**src/rtl/stream_fifo_buffer_pkg.sv**
```systemverilog
// rtl/stream_fifo_buffer_pkg.sv - shared cache types for the stream prefetch buffer
package stream_fifo_buffer_pkg;

    typedef logic [31:0] phys_t;
    typedef logic [7:0]  uint8_t;

    typedef enum logic [2:0] {
        IDLE,
        WAIT_ARREADY,
        RECEIVING,
        FLUSH_WAIT_ARREADY,
        FLUSH_RECEIVING
    } sb_fifo_state_t;

    localparam int AXI_ID_WIDTH   = 4;
    localparam int AXI_DATA_WIDTH = 32;

endpackage

```
**src/rtl/axi3_rd_if.sv**
```systemverilog
// rtl/axi3_rd_if.sv - AXI3 read address and read data channels
interface axi3_rd_if;
    import stream_fifo_buffer_pkg::*;

    logic [AXI_ID_WIDTH-1:0]   arid;
    phys_t                     araddr;
    logic [3:0]                arlen;
    logic [2:0]                arsize;
    logic [1:0]                arburst;
    logic                      arvalid;
    logic                      arready;
    logic [AXI_ID_WIDTH-1:0]   rid;
    logic [AXI_DATA_WIDTH-1:0] rdata;
    logic [1:0]                rresp;
    logic                      rlast;
    logic                      rvalid;
    logic                      rready;

    modport master (
        output arid, araddr, arlen, arsize, arburst, arvalid, rready,
        input  arready, rid, rdata, rresp, rlast, rvalid
    );

    modport slave (
        input  arid, araddr, arlen, arsize, arburst, arvalid, rready,
        output arready, rid, rdata, rresp, rlast, rvalid
    );

endinterface

```
**src/rtl/sb_line_fifo.sv**
```systemverilog
// rtl/sb_line_fifo.sv - in-order line store; beats are written straight into the tail slot
module sb_line_fifo #(
    parameter int LABEL_WIDTH = 27,
    parameter int LINE_WIDTH  = 256,
    parameter int DEPTH       = 4,
    localparam int PTR_W      = $clog2(DEPTH),
    localparam int WORD_W     = $clog2(LINE_WIDTH / 32)
) (
    input  logic                   clk,
    input  logic                   rst,
    input  logic                   clr,
    input  logic                   wr_en,
    input  logic [WORD_W-1:0]      wr_word,
    input  logic [31:0]            wr_data,
    input  logic                   push,
    input  logic [LABEL_WIDTH-1:0] push_label,
    input  logic                   pop,
    output logic [LABEL_WIDTH-1:0] head_label,
    output logic [LINE_WIDTH-1:0]  head_data,
    output logic [PTR_W:0]         count,
    output logic                   full,
    output logic                   empty
);

    logic [LABEL_WIDTH-1:0] label_mem [DEPTH];
    logic [LINE_WIDTH-1:0]  data_mem  [DEPTH];
    logic [PTR_W-1:0]       head;
    logic [PTR_W-1:0]       tail;
    logic                   do_push;
    logic                   do_pop;

    assign full       = (count == (PTR_W+1)'(DEPTH));
    assign empty      = (count == '0);
    assign do_push    = push && !full;
    assign do_pop     = pop && !empty;
    assign head_label = label_mem[head];
    assign head_data  = data_mem[head];

    // clr outranks push/pop so a restart never keeps a line from the old stream
    always_ff @(posedge clk) begin
        if (rst || clr) begin
            head  <= '0;
            tail  <= '0;
            count <= '0;
        end else begin
            if (do_push) tail <= tail + 1'b1;
            if (do_pop)  head <= head + 1'b1;
            if (do_push && !do_pop)      count <= count + 1'b1;
            else if (do_pop && !do_push) count <= count - 1'b1;
        end
    end

    always_ff @(posedge clk) begin
        if (wr_en)   data_mem[tail][32*int'(wr_word) +: 32] <= wr_data;
        if (do_push) label_mem[tail] <= push_label;
    end

endmodule

```
**src/rtl/stream_fifo_buffer.sv**
```systemverilog
// rtl/stream_fifo_buffer.sv - sequential line prefetcher feeding a cache through an in-order FIFO
module stream_fifo_buffer
    import stream_fifo_buffer_pkg::*;
#(
    parameter int LINE_WIDTH        = 256,
    parameter int DEPTH             = 4,
    parameter int ARID              = 2,
    localparam int LINE_BYTE_OFFSET = $clog2(LINE_WIDTH / 8),
    localparam int LABEL_WIDTH      = $bits(phys_t) - LINE_BYTE_OFFSET,
    localparam int WORD_W           = $clog2(LINE_WIDTH / 32),
    localparam int CNT_W            = $clog2(DEPTH) + 1
) (
    input  logic                   clk,
    input  logic                   rst,
    input  logic [LABEL_WIDTH-1:0] start_label,
    input  logic                   start,
    input  logic                   inv,
    input  logic [LABEL_WIDTH-1:0] lookup_label,
    input  logic                   lookup_vld,
    output logic                   hit,
    output logic [LINE_WIDTH-1:0]  hit_data,
    axi3_rd_if.master              axi3_rd_if,
    output logic                   active
);

    sb_fifo_state_t         state;
    sb_fifo_state_t         state_nx;
    logic [LABEL_WIDTH-1:0] next_label;
    logic [LABEL_WIDTH-1:0] ar_label;
    logic [WORD_W-1:0]      beat;
    logic [LABEL_WIDTH-1:0] head_label;
    logic [CNT_W-1:0]       count;
    logic                   full;
    logic                   empty;
    logic                   flush_req;
    logic                   issue;
    logic                   r_fire;
    logic                   r_done;
    logic                   unused_rsp;

    assign flush_req  = inv || start;
    assign r_fire     = axi3_rd_if.rvalid && axi3_rd_if.rready;
    assign r_done     = r_fire && axi3_rd_if.rlast;
    // only IDLE issues, so nothing is in flight and count alone bounds occupancy
    assign issue      = (state == IDLE) && active && (count < CNT_W'(DEPTH)) && !flush_req;
    assign hit        = lookup_vld && !empty && (head_label == lookup_label);
    assign unused_rsp = ^{axi3_rd_if.rid, axi3_rd_if.rresp};

    assign axi3_rd_if.arid    = AXI_ID_WIDTH'(ARID);
    assign axi3_rd_if.araddr  = {ar_label, {LINE_BYTE_OFFSET{1'b0}}};
    assign axi3_rd_if.arlen   = 4'(LINE_WIDTH / 32 - 1);
    assign axi3_rd_if.arsize  = 3'b010;
    assign axi3_rd_if.arburst = 2'b01;
    assign axi3_rd_if.arvalid = (state == WAIT_ARREADY) || (state == FLUSH_WAIT_ARREADY);
    assign axi3_rd_if.rready  = (state == RECEIVING) || (state == FLUSH_RECEIVING);

    always_comb begin
        state_nx = state;
        case (state)
            IDLE:               if (issue) state_nx = WAIT_ARREADY;
            WAIT_ARREADY: begin
                if (flush_req)
                    state_nx = axi3_rd_if.arready ? FLUSH_RECEIVING : FLUSH_WAIT_ARREADY;
                else if (axi3_rd_if.arready)
                    state_nx = RECEIVING;
            end
            RECEIVING: begin
                if (r_done)         state_nx = IDLE;
                else if (flush_req) state_nx = FLUSH_RECEIVING;
            end
            FLUSH_WAIT_ARREADY: if (axi3_rd_if.arready) state_nx = FLUSH_RECEIVING;
            FLUSH_RECEIVING:    if (r_done) state_nx = IDLE;
            default:            state_nx = IDLE;
        endcase
    end

    // ar_label freezes the burst address so a restart cannot disturb a pending AR
    always_ff @(posedge clk) begin
        if (rst) begin
            state      <= IDLE;
            active     <= 1'b0;
            next_label <= '0;
            ar_label   <= '0;
            beat       <= '0;
        end else begin
            state <= state_nx;
            if (inv) begin
                active <= 1'b0;
            end else if (start) begin
                active     <= 1'b1;
                next_label <= start_label;
            end else if (issue) begin
                next_label <= next_label + 1'b1;
            end
            if (issue)  ar_label <= next_label;
            if (r_fire) beat <= axi3_rd_if.rlast ? '0 : beat + 1'b1;
        end
    end

    sb_line_fifo #(
        .LABEL_WIDTH (LABEL_WIDTH),
        .LINE_WIDTH  (LINE_WIDTH),
        .DEPTH       (DEPTH)
    ) u_fifo (
        .clk        (clk),
        .rst        (rst),
        .clr        (flush_req),
        .wr_en      ((state == RECEIVING) && r_fire),
        .wr_word    (beat),
        .wr_data    (axi3_rd_if.rdata),
        .push       ((state == RECEIVING) && r_done && !full),
        .push_label (ar_label),
        .pop        (hit),
        .head_label (head_label),
        .head_data  (hit_data),
        .count      (count),
        .full       (full),
        .empty      (empty)
    );

endmodule

```
**src/flat_wrapper.sv**
```systemverilog
// flat-port wrapper written by rule: the top's interface ports become plain ports
module stream_fifo_buffer_flat import stream_fifo_buffer_pkg::*;
#(
    parameter int LINE_WIDTH        = 256,
    parameter int DEPTH             = 4,
    parameter int ARID              = 2,
    localparam int LINE_BYTE_OFFSET = $clog2(LINE_WIDTH / 8),
    localparam int LABEL_WIDTH      = $bits(phys_t) - LINE_BYTE_OFFSET,
    localparam int WORD_W           = $clog2(LINE_WIDTH / 32),
    localparam int CNT_W            = $clog2(DEPTH) + 1
)
  (clk, rst, start_label, start, inv, lookup_label, lookup_vld, hit, hit_data, active, axi3_rd_if_arid, axi3_rd_if_araddr, axi3_rd_if_arlen, axi3_rd_if_arsize, axi3_rd_if_arburst, axi3_rd_if_arvalid, axi3_rd_if_rready, axi3_rd_if_arready, axi3_rd_if_rid, axi3_rd_if_rdata, axi3_rd_if_rresp, axi3_rd_if_rlast, axi3_rd_if_rvalid);
  axi3_rd_if axi3_rd_if_i ();
  input  logic clk;
  input  logic rst;
  input  logic [LABEL_WIDTH-1:0] start_label;
  input  logic start;
  input  logic inv;
  input  logic [LABEL_WIDTH-1:0] lookup_label;
  input  logic lookup_vld;
  output logic hit;
  output logic [LINE_WIDTH-1:0] hit_data;
  output logic active;
  output wire logic [$bits(axi3_rd_if_i.arid)-1:0] axi3_rd_if_arid;
  output wire logic [$bits(axi3_rd_if_i.araddr)-1:0] axi3_rd_if_araddr;
  output wire logic [$bits(axi3_rd_if_i.arlen)-1:0] axi3_rd_if_arlen;
  output wire logic [$bits(axi3_rd_if_i.arsize)-1:0] axi3_rd_if_arsize;
  output wire logic [$bits(axi3_rd_if_i.arburst)-1:0] axi3_rd_if_arburst;
  output wire logic [$bits(axi3_rd_if_i.arvalid)-1:0] axi3_rd_if_arvalid;
  output wire logic [$bits(axi3_rd_if_i.rready)-1:0] axi3_rd_if_rready;
  input wire logic [$bits(axi3_rd_if_i.arready)-1:0] axi3_rd_if_arready;
  input wire logic [$bits(axi3_rd_if_i.rid)-1:0] axi3_rd_if_rid;
  input wire logic [$bits(axi3_rd_if_i.rdata)-1:0] axi3_rd_if_rdata;
  input wire logic [$bits(axi3_rd_if_i.rresp)-1:0] axi3_rd_if_rresp;
  input wire logic [$bits(axi3_rd_if_i.rlast)-1:0] axi3_rd_if_rlast;
  input wire logic [$bits(axi3_rd_if_i.rvalid)-1:0] axi3_rd_if_rvalid;
  assign axi3_rd_if_arid = axi3_rd_if_i.arid;
  assign axi3_rd_if_araddr = axi3_rd_if_i.araddr;
  assign axi3_rd_if_arlen = axi3_rd_if_i.arlen;
  assign axi3_rd_if_arsize = axi3_rd_if_i.arsize;
  assign axi3_rd_if_arburst = axi3_rd_if_i.arburst;
  assign axi3_rd_if_arvalid = axi3_rd_if_i.arvalid;
  assign axi3_rd_if_rready = axi3_rd_if_i.rready;
  assign axi3_rd_if_i.arready = axi3_rd_if_arready;
  assign axi3_rd_if_i.rid = axi3_rd_if_rid;
  assign axi3_rd_if_i.rdata = axi3_rd_if_rdata;
  assign axi3_rd_if_i.rresp = axi3_rd_if_rresp;
  assign axi3_rd_if_i.rlast = axi3_rd_if_rlast;
  assign axi3_rd_if_i.rvalid = axi3_rd_if_rvalid;
  stream_fifo_buffer #(.LINE_WIDTH(LINE_WIDTH), .DEPTH(DEPTH), .ARID(ARID)) u_core (.clk(clk), .rst(rst), .start_label(start_label), .start(start), .inv(inv), .lookup_label(lookup_label), .lookup_vld(lookup_vld), .hit(hit), .hit_data(hit_data), .axi3_rd_if(axi3_rd_if_i), .active(active));
endmodule
```
**config.mk**
```make
export PLATFORM = sky130hd
export DESIGN_NAME = stream_fifo_buffer_flat
export DESIGN_NICKNAME = d
export VERILOG_FILES = /design/src/rtl/stream_fifo_buffer_pkg.sv /design/src/rtl/axi3_rd_if.sv /design/src/rtl/sb_line_fifo.sv /design/src/rtl/stream_fifo_buffer.sv /design/src/flat_wrapper.sv
export SDC_FILE = /design/constraint.sdc
export NUM_CORES = 1
export LEC_CHECK = 0
export CAP_MARGIN = 40
export CORE_AREA = 2 2 269 324
export DETAILED_ROUTE_END_ITERATION = 16
export DIE_AREA = 0 0 271 326
export PLACE_DENSITY = 0.76
export SLEW_MARGIN = 5
export SYNTH_ARGS = -nofsm -noshare
export SYNTH_HDL_FRONTEND = slang
export SYNTH_SLANG_ARGS = --single-unit
export TNS_END_PERCENT = 1
```
**constraint.sdc**
```tcl
create_clock -name clk -period 4.05 [get_ports clk]
set_clock_uncertainty 0.2 [all_clocks]
set_input_delay 0.81 -clock clk [delete_from_list [all_inputs] [get_ports clk]]
set_output_delay 0.81 -clock clk [all_outputs]
set_load 0.02 [all_outputs]
```
==> results of run 1 <==
==> worst paths after layout <==
kind	cells past startpoint	slack, ns	endpoint	from
setup / recovery	7	-0.04	hit	flip-flop
hold reg to reg	2	0.29	u_core.ar_label[17]$_SDFFE_PP0P_	u_core.next_label[17]$_SDFFE_PP0P_
hold / removal	2	0.29	u_core.ar_label[17]$_SDFFE_PP0P_	u_core.next_label[17]$_SDFFE_PP0P_
setup reg to reg	14	0.35	u_core.u_fifo.count[2]$_SDFFE_PP0P_	flip-flop
==> tightest hold or removal path, cell delays in order (launching register included) <==
cell and delay, ns:
dfxtp_1 0.33, nand2_1 0.06, a21oi_1 0.05
==> Yosys cell counts (3+ instances only) <==
cell,number,area (µm²)
a211oi_1,5,37.54
nor4_1,11,68.82
and4_1,3,26.28
and2_1,130,813.3
xnor2_1,18,157.7
a21o_1,3,22.52
o21ai_0,17,85.08
nand4_1,13,81.33
nand2_1,97,364.1
nand2b_1,3,18.77
nor2_1,171,641.9
inv_1,15,56.30
o22ai_1,7,43.79
clkbuf_1,85,319.1
nand3_1,15,75.07
a22oi_1,7,52.55
buf_4,19,142.6
mux2i_1,35,350.3
edfxtp_1,1132,33990
dfxtp_1,70,1401
a221oi_1,7,61.31
mux4_2,262,5901
ha_1,9,112.6
buf_1,9,33.78
nor3_1,17,85.08
xor2_1,21,183.9
and3_1,64,400.4
nor2b_1,11,68.82
mux4_1,10,262.8
a21oi_1,55,275.3
buf_2,30,150.1
==> metrics by stage <==
step	TNS [ns]	area [µm²]	setup WS [ns]	power [mW]	hold WS, ns
floorplan	0	46640	0.6078	13.99	0.2452
global placement	-0.04524	52260	-0.04524	14.28	0.2690
detailed placement	-0.04821	52350	-0.04821	14.31	0.2733
CTS	-0.08285	56360	-0.08285	25.01	0.2805
global route	-0.3510	56750	-0.1262	25.52	0.3167
finish	-0.04080	56760	-0.04080	24.93	0.2918
==> cell type report <==
class | instances | area (µm²)
timing repair buffer | 496 | 5513
inverter | 16 | 60.06
tap | 1140 | 1426
multi-input combinational | 1037 | 10540
fill | 5345 | 28730
clock buffer | 130 | 2922
antenna | 3 | 7.507
clock inverter | 73 | 888.4
sequential | 1202 | 35400
==> timing repair <==
| item | CTS | global route |
|---|---|---|
| pin swaps | 4 | 4 |
| resized for setup | 24 | 129 |
| setup buffers | 5 | 4 |
| endpoints found under the setup margin | 226 | 36 |
| gates cloned | 3 | 0 |
==> flip-flops by register name, summed over array words and instances (netlist names), named ones only <==
name	flops
u_core.state	3
u_core.next_label	27
u_core.beat	3
u_core.u_fifo.label_mem	108
u_core.ar_label	27
u_core.u_fifo.count	3
u_core.u_fifo.tail	2
u_core.active	1
u_core.u_fifo.head	2
u_core.u_fifo.data_mem	1024
==> metal layers <==
metal  vias up  share of wire  wire, µm
li1      10450              -         -
met1     13020           0.38     45950
met2      1237           0.50     61280
met3       191          0.080      9741
met4         2          0.037      4443
met5         -        0.00011        13
==> cells by family (layout without fill, tap and decap cells) <==
logic type               Yosys count  count (layout)  share of synthesized area
XOR/XNOR                          39              39                   0.007334
other                              2              21                  0.0001612
buffers and inverters            161             715                    0.01563
AND/OR/NAND/NOR                  543             543                    0.05827
adder cells (fa/ha/maj)           10              10                   0.002848
flip-flops                      1202            1202                     0.7599
multiplexers                     308             308                     0.1401
AO/OA/AOI/OAI                    119             119                    0.01574
==> power by group <==
group | leakage, nW | internal (mW) | total, mW | switching, mW
combinational | 5.30 | 0.219 | 0.564 | 0.345
clock | 1.87 | 6.37 | 10.9 | 4.50
sequential | 9.33 | 13.4 | 13.5 | 0.0445
==> results.py, run 1 <==
metrics = {
    "status": {
        "outcome": "complete, but fails checks",
        "violations": "negative setup slack",
    },
    "finish": {
        "final_cell_mix": "1132 x edfxtp_1, 270 x mux4_2, 264 x clkdlybuf4s50_1, 169 x nor2_1, 130 x and2_1",
        "finalNetCount": 2972,
        "drive_above_1_share": 0.1953,
        "final_cells": 4097,
        "syn2layout_area_growth_pct": 21.86,
        "final_common_cell": "edfxtp_1",
        "final_util": 0.6640,
    },
    "critical_path": {
        "path_cells": "buf_8, mux4_2, xnor2_2, nand4_1, a2111o_1, nor4_4, buf_4",
        "cp.required_ns": 3.04,
        "crit_slowest_cell": "mux4_2",
        "worstSetupEndpointType": "output port",
        "worst-path-buf-inv": 2,
        "crit_type": "reg2out",
        "slowest_delay_ns": 0.55,
        "path_delay_family": "simple AND/OR/NAND/NOR gates",
        "worst_ep_arrival_time_ns": 3.08,
        "cp_max_fo": 5,
        "worst_setup_path_start_kind": "flip-flop",
    },
    "detailed_routing": {
        "dr.pass1.iters": 6,
        "postRouteAntennaNets": 0,
        "avgRoutedWirePerCell_um": 29.64,
        "via_count": 24900,
        "avgViaCountPerCell": 6.078,
        "drtIter0Drc": 3268,
        "drc_errors": 0,
        "wl_um": 121400,
    },
    "synthesis": {
        "synth_edf_count": 1132,
        "synth-main-ff-cell": "edfxtp_1",
        "ys_types": 54,
        "syn_inst": 2384,
        "ys_seq_elements": 1202,
        "ys_seq_area_frac": 0.7599,
        "ys_async_sr_fraction": 0,
        "avgSynthCellArea_um2": 19.54,
        "syn-cell-area_mm2": 0.04658,
        "yosys_warnings": 0,
    },
    "timing": {
        "setup_viol": 1,
        "worst_slack_ns": -0.04080,
        "slew_violations": 0,
        "worst_pin_slew_ns": 0.8436,
        "rsz0062_at_grt": "true",
        "fin_crit_ns": 4.091,
        "finalCritPeriodShare": 1.010,
        "slew_headroom": 0.4324,
        "hold_violations": 0,
        "fmax_mhz": 244.5,
    },
    "clocking": {
        "htreeDepth": 3,
        "cts_root_buf": "clkbuf_16",
        "clk_latency_ns": 0.68,
        "clockBufferDepth": 3,
        "cts_tree": "built",
        "cts_sinks": 1202,
        "numCtsBuffers": 109,
        "ctsHoldBuffers": 0,
        "clkTransAtPathRegs_ns": 0.06,
    },
    "floorplan": {
        "core.rowCount": 118,
        "pin_count": 405,
        "core-area_mm2": 0.08548,
        "die_w_um": 271,
        "initial_utilization": 0.5448,
        "die_y_um": 326,
        "die-area_mm2": 0.08835,
    },
    "grt": {
        "grt.busiest_layer": "met2",
        "grt_pass1_wl_um": 174000,
        "grt_max_degree": 98,
        "grt_antenna_before_repair": 8,
        "globalRoute.totalOverflow": 0,
        "met3_usage": 0.04880,
        "grt_pass1_vias": 25190,
        "gr-usage-met1": 0.3676,
        "track_usage": 0.2742,
        "grt_util_met2": 0.4526,
    },
    "job": {
        "maxCapViolations": 0,
    },
    "place": {
        "place.port_buffers": 380,
        "dp.cells": 3878,
        "hpwl_um": 75990,
        "place_congestion": 0.8898,
    },
    "power": {
        "power.density_mw_per_mm2": 439.3,
        "ir_drop_v": 0.0003813,
        "leakagePower_nw": 16.50,
    },
    "hold_path": {
        "hp-class": "reg2reg",
    },
}
(Power assumes the default switching activity.)
==> run 2, diff against run 1 <==
--- a/config.mk
+++ b/config.mk
@@ -6,10 +6,10 @@
 export NUM_CORES = 1
 export LEC_CHECK = 0
 export CAP_MARGIN = 40
-export CORE_AREA = 2 2 269 324
+export CORE_AREA = 2 2 262 316
 export DETAILED_ROUTE_END_ITERATION = 16
-export DIE_AREA = 0 0 271 326
-export PLACE_DENSITY = 0.76
+export DIE_AREA = 0 0 264 318
+export PLACE_DENSITY = 0.8
 export SLEW_MARGIN = 5
 export SYNTH_ARGS = -nofsm -noshare
 export SYNTH_HDL_FRONTEND = slang
==> results.py, run 2 (same netlist as run 1, synthesis figures left out) <==
metrics = {
    "status": {
        "outcome": "complete, but fails checks",
        "violations": "negative setup slack",
    },
    "floorplan": {
        "die_w_um": 264,
        "die-area_mm2": 0.08395,
        "core-area_mm2": 0.08115,
        "die_y_um": 318,
        "initial_utilization": 0.5739,
        "core.rowCount": 115,
        "pin_count": 405,
    },
    "grt": {
        "grt_pass1_vias": 25780,
        "grt_antenna_before_repair": 10,
        "grt_max_degree": 137,
        "track_usage": 0.2980,
        "globalRoute.totalOverflow": 0,
        "grt_pass1_wl_um": 178800,
    },
    "timing": {
        "worst_slack_ns": -0.07209,
        "hold_violations": 0,
        "finalCritPeriodShare": 1.018,
        "rsz0062_at_grt": "true",
        "slew_headroom": 0.3867,
        "fmax_mhz": 242.6,
        "slew_violations": 0,
        "worst_pin_slew_ns": 0.9129,
        "fin_crit_ns": 4.122,
        "finalSetupTns_ns": -0.07209,
        "setup_viol": 1,
    },
    "critical_path": {
        "r2r_slack_ns": 0.18,
        "reg2regPathDepth": 16,
        "worstSetupEndpointType": "output port",
        "crit_type": "reg2out",
        "cp_max_fo": 6,
        "worst_ep_arrival_time_ns": 3.11,
        "worst_setup_path_start_kind": "flip-flop",
        "crit-reg2reg-capture": "u_core.u_fifo.count[2]$_SDFFE_PP0P_",
        "cp.required_ns": 3.04,
    },
    "power": {
        "ir_drop_v": 0.0004004,
        "leakagePower_nw": 15.82,
        "power.density_mw_per_mm2": 434.2,
    },
    "finish": {
        "finalNetCount": 2982,
        "reg_top3": "u_core.u_fifo.data_mem (1024), u_core.u_fifo.label_mem (108)",
        "syn2layout_area_growth_pct": 19.94,
        "top_register": "u_core.u_fifo.data_mem",
        "final_common_cell": "edfxtp_1",
        "largest_register_ffs": 1024,
        "final_cell_mix": "1132 x edfxtp_1, 264 x mux4_2, 231 x dlygate4sd2_1, 171 x nor2_1, 146 x clkdlybuf4s50_1",
        "drive_above_1_share": 0.1899,
    },
    "detailed_routing": {
        "drtIter0Drc": 3514,
        "via_count": 25590,
        "drc_errors": 0,
        "dr.pass1.iters": 6,
        "avgRoutedWirePerCell_um": 30.93,
        "postRouteAntennaNets": 0,
        "avgViaCountPerCell": 6.351,
        "wl_um": 124600,
    },
    "place": {
        "place.port_buffers": 380,
        "place_congestion": 0.9112,
        "pre_cts_ws_ns": -0.1167,
        "hpwl_um": 75480,
    },
    "hold_path": {
        "hp-class": "reg2reg",
        "worstHoldStart": "u_core.next_label[6]$_SDFFE_PP0P_",
        "hold_depth": 2,
        "hold_end": "u_core.ar_label[6]$_SDFFE_PP0P_",
    },
    "clocking": {
        "numCtsBuffers": 112,
        "clockBufferDepth": 3,
        "htreeDepth": 3,
        "cts_sinks": 1202,
        "clk_latency_ns": 0.69,
        "cts_root_buf": "clkbuf_16",
        "cts_tree": "built",
        "clkTransAtPathRegs_ns": 0.06,
    },
    "job": {
        "maxCapViolations": 0,
    },
}
run 2: cell types whose count changed in the layout (fill, tap and decap cells not counted), sizes merged:
cell / before / now
diode: 3 / 11
bufinv: 19 / 8
bufbuf: 1 / 3
dlymetal6s2s: 114 / 1
inv: 20 / 23
clkinv: 45 / 57
buf: 117 / 122
clkdlybuf4s50: 264 / 146
dlygate4sd2: 0 / 231
clkbuf: 130 / 128
clkinvlp: 5 / 7
run 2: worst max-delay path by stage:
| stage | from | endpoint | slack [ns] | depth (start not counted) |
|---|---|---|---|---|
| after floorplan | flip-flop | u_core.u_fifo.count[2]$_SDFFE_PP0P_ | 0.61 | 13 |
| after global placement | lookup_vld | hit | -0.1 | 6 |
| after detailed placement | lookup_vld | hit | -0.12 | 6 |
| after CTS | flip-flop | hit | -0.11 | 8 |
| after global routing | flip-flop | hit | -0.16 | 8 |
| final | flip-flop | hit | -0.07 | 8 |
run 2: power by group:
group	switching [mW]	leakage (nW)	total [mW]	internal, mW
Combinational	0.348	4.75	0.561	0.213
Clock	4.53	1.74	10.2	5.67
Sequential	0.0462	9.33	13.5	13.4
Total	4.92	15.8	24.3	19.3
run 2: layout make-up:
class,instances,area (µm²)
clock buffers,128,2905
clock inverters,79,645.6
well taps,1053,1318
flip-flops and latches,1202,35400
repair buffers,503,4976
fillers,5019,25290
diodes,11,27.53
multi-input cells,1037,10530
inverters,16,60.06
run 2: metrics by stage:
stage / util / cells / cell area [µm²] / total power [mW] / hold slack (ns)
after global routing: 0.6881 / 4018 / 55840 / 24.85 / 0.3149
after global placement: 0.6413 / 3786 / 52040 / 14.28 / 0.2707
after CTS: 0.6871 / 4011 / 55760 / 24.35 / 0.2795
after floorplan: - / 2400 / 46640 / 13.99 / 0.2452
after detailed placement: 0.6425 / 3792 / 52140 / 14.31 / 0.2769
final: 0.6884 / 4029 / 55860 / 24.26 / 0.2924
run 2: layer usage:
| layer | track usage | routed length, µm | vias up | part of all wire |
|---|---|---|---|---|
| li1 | - | - | 10470 | - |
| met1 | 0.3887 | 43370 | 13240 | 0.35 |
| met2 | 0.4993 | 63730 | 1645 | 0.51 |
| met3 | 0.05676 | 12460 | 235 | 0.10 |
| met4 | 0.1197 | 5048 | 0 | 0.041 |
| met5 | 0 | 0 | - | 0 |
run 2: timing repair:
action,CTS,global route
resized for setup,265,8
buffers inserted,6,7
setup endpoints to repair,237,20
hold buffers,0,0
pin swaps,1,5
cloned,6,0
run 2: critical path, stage by stage (launching register included):
cell and delay (ns):
dfxtp_4 0.37, buf_8 0.12, buf_4 0.13, mux4_2 0.54
xor2_1 0.18, nor4_2 0.35, nand3_1 0.18, nor4_4 0.34
buf_4 0.19
